--- config.mk ---
export PLATFORM = sky130hd
export DESIGN_NAME = issue_ctrl
export DESIGN_NICKNAME = d
export VERILOG_FILES = /design/src/rtl/issue_ctrl.sv
export SDC_FILE = /design/constraint.sdc
export NUM_CORES = 1
export LEC_CHECK = 0
export ABC_CLOCK_PERIOD_IN_PS = 4420
export CAP_MARGIN = 0
export CORE_ASPECT_RATIO = 0.8
export CORE_MARGIN = 8
export CORE_UTILIZATION = 59
export CTS_CLUSTER_DIAMETER = 30
export DETAILED_ROUTE_END_ITERATION = 10
export GPL_ROUTABILITY_DRIVEN = 0
export PLACE_DENSITY = 0.79
export SYNTH_ARGS = -nofsm -noshare
export SYNTH_HDL_FRONTEND = slang
export SYNTH_SLANG_ARGS = --single-unit
--- constraint.sdc ---
create_clock -name clk -period 4.42 [get_ports clk]
set_clock_uncertainty 0.05 [all_clocks]
set_input_delay 0.884 -clock clk [delete_from_list [all_inputs] [get_ports clk]]
set_output_delay 0.884 -clock clk [all_outputs]
set_load 0.02 [all_outputs]
--- src/rtl/issue_ctrl.sv ---
// issue_ctrl: in-order instruction queue and issue sequencer that sits
// between instruction fetch and the Tomasulo back end (ROB, RS, LSB).
// Fetched words are buffered in a circular queue. The head word is shown to
// an external combinational decoder, and the decoded fields are registered
// into a one-cycle issue pulse aimed at either the RS or the LSB.
// Optional feature macro: ISSUE_STALL_STAT_EN adds per-resource stall
// counters (stall_rob_cnt, stall_rs_cnt, stall_lsb_cnt).
module issue_ctrl #(
   parameter int IQ_DEPTH = 16,
   parameter int IQ_AW    = 4,
   parameter int OPTYPE_W = 6
) (
   input  logic                clk,
   input  logic                rst,
   input  logic                rdy,
   input  logic                rob_clear,
   input  logic                if_valid,
   input  logic [31:0]         if_instr,
   input  logic [31:0]         if_pc,
   output logic                iq_full,
   output logic [31:0]         dec_instr,
   input  logic                dec_is_ls,
   input  logic                dec_is_jump,
   input  logic [OPTYPE_W-1:0] dec_optype,
   input  logic [4:0]          dec_rd,
   input  logic [4:0]          dec_rs1,
   input  logic [4:0]          dec_rs2,
   input  logic [31:0]         dec_imm,
   input  logic                rob_full,
   input  logic                rs_full,
   input  logic                lsb_full,
   output logic                issue_valid,
   output logic                issue_to_lsb,
   output logic                issue_is_jump,
   output logic [OPTYPE_W-1:0] issue_optype,
   output logic [4:0]          issue_rd,
   output logic [4:0]          issue_rs1,
   output logic [4:0]          issue_rs2,
   output logic [31:0]         issue_imm,
   output logic [31:0]         issue_pc
`ifdef ISSUE_STALL_STAT_EN
   ,
   output logic [31:0]         stall_rob_cnt,
   output logic [31:0]         stall_rs_cnt,
   output logic [31:0]         stall_lsb_cnt
`endif
);

   localparam logic [IQ_AW:0]   FULL_CNT = IQ_DEPTH[IQ_AW:0];
   localparam logic [IQ_AW:0]   CNT_ONE  = {{IQ_AW{1'b0}}, 1'b1};
   localparam logic [IQ_AW-1:0] PTR_ONE  = {{(IQ_AW-1){1'b0}}, 1'b1};

   logic [31:0]      iq_instr [IQ_DEPTH];
   logic [31:0]      iq_pc    [IQ_DEPTH];
   logic [IQ_AW-1:0] head;
   logic [IQ_AW-1:0] tail;
   logic [IQ_AW:0]   count;
   logic             non_empty;
   logic             push;
   logic             target_free;
   logic             issue_go;

   // Queue status, push/issue qualification and the decoder-facing head word
   always_comb begin
      non_empty   = (count != '0);
      iq_full     = (count == FULL_CNT);
      push        = if_valid && !iq_full && rdy && !rob_clear;
      target_free = dec_is_ls ? !lsb_full : !rs_full;
      issue_go    = rdy && !rob_clear && non_empty && !rob_full && target_free;
      dec_instr   = non_empty ? iq_instr[head] : 32'h0;
   end

   // Queue storage is written at the tail; contents are don't-care until pushed
   always_ff @(posedge clk) begin
      if (push) begin
         iq_instr[tail] <= if_instr;
         iq_pc[tail]    <= if_pc;
      end
   end

   // Pointers and occupancy; a flush empties the queue and beats any push or pop
   always_ff @(posedge clk or posedge rst) begin
      if (rst) begin
         head  <= '0;
         tail  <= '0;
         count <= '0;
      end else if (rdy) begin
         if (rob_clear) begin
            head  <= '0;
            tail  <= '0;
            count <= '0;
         end else begin
            if (push) begin
               tail <= tail + PTR_ONE;
            end
            if (issue_go) begin
               head <= head + PTR_ONE;
            end
            if (push && !issue_go) begin
               count <= count + CNT_ONE;
            end else if (!push && issue_go) begin
               count <= count - CNT_ONE;
            end
         end
      end
   end

   // Issue register: pulse for one cycle per issue, data fields hold on stall
   always_ff @(posedge clk or posedge rst) begin
      if (rst) begin
         issue_valid   <= 1'b0;
         issue_to_lsb  <= 1'b0;
         issue_is_jump <= 1'b0;
         issue_optype  <= '0;
         issue_rd      <= '0;
         issue_rs1     <= '0;
         issue_rs2     <= '0;
         issue_imm     <= '0;
         issue_pc      <= '0;
      end else if (rdy) begin
         issue_valid <= issue_go;
         if (issue_go) begin
            issue_to_lsb  <= dec_is_ls;
            issue_is_jump <= dec_is_jump;
            issue_optype  <= dec_optype;
            issue_rd      <= dec_rd;
            issue_rs1     <= dec_rs1;
            issue_rs2     <= dec_rs2;
            issue_imm     <= dec_imm;
            issue_pc      <= iq_pc[head];
         end
      end
   end

`ifdef ISSUE_STALL_STAT_EN
   // Stall attribution: a full ROB is blamed first, else the targeted station
   always_ff @(posedge clk or posedge rst) begin
      if (rst) begin
         stall_rob_cnt <= '0;
         stall_rs_cnt  <= '0;
         stall_lsb_cnt <= '0;
      end else if (rdy && non_empty && !rob_clear) begin
         if (rob_full) begin
            if (stall_rob_cnt != 32'hFFFF_FFFF) begin
               stall_rob_cnt <= stall_rob_cnt + 32'd1;
            end
         end else if (dec_is_ls && lsb_full) begin
            if (stall_lsb_cnt != 32'hFFFF_FFFF) begin
               stall_lsb_cnt <= stall_lsb_cnt + 32'd1;
            end
         end else if (!dec_is_ls && rs_full) begin
            if (stall_rs_cnt != 32'hFFFF_FFFF) begin
               stall_rs_cnt <= stall_rs_cnt + 32'd1;
            end
         end
      end
   end
`endif

endmodule

# --- Word level (Yosys, flattened, before mapping) ---
# Memories as Yosys holds them, arrays and structs flattened. A register that Yosys moved wholly into a read port is not among the register bits.
# Cells that the tools add are included.
# W data, S select, Z words.
classes:
  addsub: 4
  reduce_logical: 24
  n_eq_ne: 1
  mux: 11
op_table:
  columns: ["cell", "count"]
  rows:
  - ["$mux W32", 1]
  - ["$mux W4", 4]
  - ["$mux W5", 3]
  - ["$logic_and A1 B1 Y1", 9]
  - ["$add A4 B1 Y4 const B", 2]
  - ["$reduce_and A2 Y1", 4]
  - ["$logic_not A1 Y1", 7]
  - ["$add A5 B1 Y5 const B", 1]
  - ["$eq A5 B5 Y1 const B", 1]
  - ["$reduce_bool A5 Y1", 1]
  - ["$sub A5 B1 Y5 const B", 1]
  - ["$reduce_bool A2 Y1", 2]
  - ["$mux W1", 3]
  - ["$reduce_bool A3 Y1", 1]
word_totals:
  ram_bits: 1024
  wordCells: 53
  n_memories: 2
  out_inout_bits: 121
  register_bits: 69
  input_bits: 127
memory_table:
  columns: ["memory", "depth", "word_bits", "rd", "rd_clocked_by_memory_dff", "wr", "line_no", "rtl"]
  rows:
  - ["iq_instr", 16, 32, 1, 0, 1, "53", "logic [31:0] iq_instr [IQ_DEPTH];"]
  - ["iq_pc", 16, 32, 1, 1, 1, "54", "logic [31:0] iq_pc [IQ_DEPTH];"]

# --- Longest topological paths before layout ---
logic_depth:
  word_depth: 10
  mapped_depth: 12
  ltp_nobuf: 9

# --- Least setup slack after synthesis ---
# OpenSTA, ideal clock, no wires.
synth_path:
  kind: "input -> register"
  startpoint: "input port rdy"
  endpoint: "memory iq_instr[0][0] (enable)"
  stages: 6
  n_path_buf: 1
  arrival_time_ps: 3372
  slack_ps: 570
  setup_time_ps: 429
  required_ps: 3941
  path_cell_list: "buf_2 > nand2_1 > a211oi_1 > inv_1 > nor3_1 > and2_1"
synth_between:
  elab_chain_len: 4
synth_rtl:
  columns: ["element", "line_no", "rtl"]
  rows:
  - ["from (decl)", "15", "input logic rdy,"]
  - ["$logic_and A1 B1 Y1 (2 in series)", "67", "push = if_valid && !iq_full && rdy && !rob_clear;"]
  - ["$mux W1", "75", "if (push) begin"]
  - ["$mux W1 (implied by the code)", "76", "iq_instr[tail] <= if_instr;"]
  - ["to (decl)", "53", null]
# Every way passes these cells.

# --- Worst setup path after layout ---
layout_path:
  startpoint: "register head[0]"
  endpoint: "output port dec_instr[3]"
layout_between:
  elab_chain_len: 2
layout_rtl:
  columns: ["element", "line_no", "rtl"]
  rows:
  - ["from (decl)", "55", "logic [IQ_AW-1:0] head;"]
  - ["from (signal assigned)", "97", "head <= head + PTR_ONE;"]
  - ["$mem_v2 Z16 W32", null, null]
  - ["$mux W32", "70", "dec_instr = non_empty ? iq_instr[head] : 32'h0;"]
  - ["to (decl)", "21", "output logic [31:0] dec_instr,"]
# Every way passes these cells.

==> flow_metrics.tcl <==
set metrics [dict create \
    grt-ovfl-total 0 \
    muxShareOfSynthArea 0.167 \
    cts_htree_levels 4 \
    start_util 0.595 \
    final_area_sq_um 52500 \
    grtUsageTotal 0.260 \
    p_leak_nw 17.2 \
    die_w_microns 317 \
    drc 0 \
    syn_inst 1940 \
    period_share 0.981 \
    first_pass_iters 5 \
    core_area_sq_um 72000 \
    synthToLayoutAreaGrowth_pct 22.6 \
    synth-seq-cells 1125 \
    numCtsBuffers 157 \
    min_path_type "register to register" \
    finalNetCount 2470 \
    use_met3 0.0663 \
    cts_tree "yes" \
    layout-drive-gt1-share 0.272 \
    syn_area_per_cell_sq_um 22.1 \
    grt_max_degree 65 \
    ios 248 \
    synth_compound_area_frac 0.0103 \
    antenna_found_initial 13 \
    rsz0062_at_grt "yes" \
    place_area_sq_um 47100 \
    grt_util_met1 0.345 \
    setup_ws_ns 0.0847 \
    required_ns 3.49 \
    fin_setup_tns_ns 0 \
    netlist_area_sq_um 42800 \
    synth.area.top_cells "edfxtp_1 72%, mux4_2 15%, dfrtp_1 5.9%, nand2_1 1.8%, mux2i_1 1.5%" \
    syn-num-nets 2077 \
    p_per_area_nw_per_um2 553 \
    synth_cell_types 42 \
    gr-usage-met2 0.418 \
    portBuffers 247 \
    async_flop_share 0.0898 \
    synth_top_area_frac 0.718 \
    globalRoute.busiestLayer "met2" \
    p_total_mw 29.0 \
    holdBufCountCts 0 \
    path_clk_slew_ns 0.05 \
    num_vias 22000 \
    fin_hold_ws_ns 0.422 \
    numClockSinks 1125 \
    synthFlopType "edfxtp_1" \
    dpl.hpwl_microns 53500 \
    worstPathArrival_ns 3.40 \
    seq_area_frac_synth 0.777 \
    final_antenna_net_count 0 \
    die_area_sq_um 81500 \
    place_ws_ns 0.610 \
    synth_commonest_cells "1024 x edfxtp_1, 288 x mux4_2, 205 x nand2_1" \
    wirelength_microns 106000 \
    yosysWarnings 0 \
    drv_cap 0 \
    path_class "register to output pin" \
    fp.dieH_microns 257 \
    clock-root-buffer "clkbuf_16" \
    ir_worst_vdd_mv 0.371 \
    yosys.area_share.simple 0.0288 \
    synth_edf_count 1024 \
    final.min_clock_period_ns 4.34 \
    clock_latency_ns 0.73 \
    final_hold_viol_count 0 \
    max-slew-margin-rel 0.369 \
    fin_util 0.729 \
    fmax_ghz 0.231 \
    grt_pass1_vias 22800 \
    dp.cells 3110 \
    start_kind "register" \
    viasPerCell 6.43 \
    synth_top_family_by_area "multiplexers" \
    fin_cells 3422 \
    worstPathMaxFanout 12 \
    slew_violations 0 \
    setup-violations-final 0 \
    wire_per_inst_microns 31.1 \
    cts_max_path_buffers 3 \
    row_count 88 \
    synthAdderAreaFrac 0.00310 \
    grt_first_pass_wirelength_microns 153000 \
    synth_xor_area_frac 0.00143 \
    drt_iter0_drc 2534 \
    endpoint_kind "output pin" \
    tightest_slew_ns 0.946 \
    yosysMostFrequentCell "edfxtp_1" \
    status "finished clean" \
    synth_top_cell_by_area "edfxtp_1" \
]
## power breakdown
group          switching (mW)  leakage, nW  internal [mW]
clock                    4.90         2.56           7.57
combinational            2.16         4.16           1.95
sequential              0.346         10.5           12.1
## sequential cells by signal, indices dropped and copies added, names as in the netlist, 5 cells and up
signal / count
iq_instr: 512
count: 5
issue_pc: 32
iq_pc: 512
issue_rs2: 5
issue_rd: 5
issue_imm: 32
issue_optype: 6
issue_rs1: 5
## cells by family (layout without fill, tap and decap cells)
kind of cell    Yosys count  count (layout)
compound gates           57              57
xor+xnor                  7               7
fa+ha+maj                10              10
buf+inv                 108             632
flops                  1125            1125
mux                     354             354
other cells               0              13
simple gates            279             279
## worst max-delay path: stages, from the launching register on
cell	delay [ns]
dfrtp_4	0.48
buf_4	0.16
buf_4	0.24
mux4_2	0.54
mux4_2	0.48
nor2b_1	0.20
clkdlybuf4s50_1	0.60
## worst paths after layout
kind	cells past startpoint	end	slack (ns)	start
max	6	dec_instr[3]	0.08	head[0]
min	2	issue_rs1[0]	0.42	issue_rs1[0]
max reg2reg	8	issue_pc[11]	0.65	head[0]
min reg2reg	2	issue_rs1[0]	0.42	issue_rs1[0]
max in group asynchronous	3	issue_pc[15]	2.81	rst
min in group asynchronous	2	issue_is_jump	0.56	rst
## placed cells by master, fill, tap and decap left out, drive strengths merged, types with 2 or more instances in the layout
master and n:
nor2b 33, edfxtp 1024, a21o 3, clkbuf 179
nand3 5, bufinv 11, clkdlybuf4s50 240, nor3b 2
buf 88, and3 2, nand2 205, xnor2 4
mux4 288, inv 38, o221ai 32, diode 13
a22o 3, clkinv 51, o22ai 2, clkinvlp 18
nor2 4, and2 17, o21ai 8, or2 2
ha 9, dfrtp 101, a21oi 6, xor2 3
nor3 2, mux2i 65, dlymetal6s2s 7
## layer usage
metal | share of wire | routed length (microns)
met5 | 0.00012 | 13
met4 | 0.030 | 3200
met3 | 0.12 | 12500
met2 | 0.49 | 52500
met1 | 0.36 | 38300
## layout make-up
cell class                      instances  area, sq um
Inverter                                7         28.8
Multi-Input combinational cell        707         9080
Timing Repair Buffer                  335         3590
Tap cell                              945         1180
Fill cell                            3884        19500
Clock buffer                          179         4170
Clock inverter                        111         1140
Antenna cell                           13         32.5
Sequential cell                      1125        33300
## repair_timing
action,CTS,global route
hold endpoints to repair,0,0
buffers inserted,9,0
pin swaps,0,0
endpoints found under the setup margin,30,8
gates resized for setup,0,7
(Power assumes the default switching activity.)
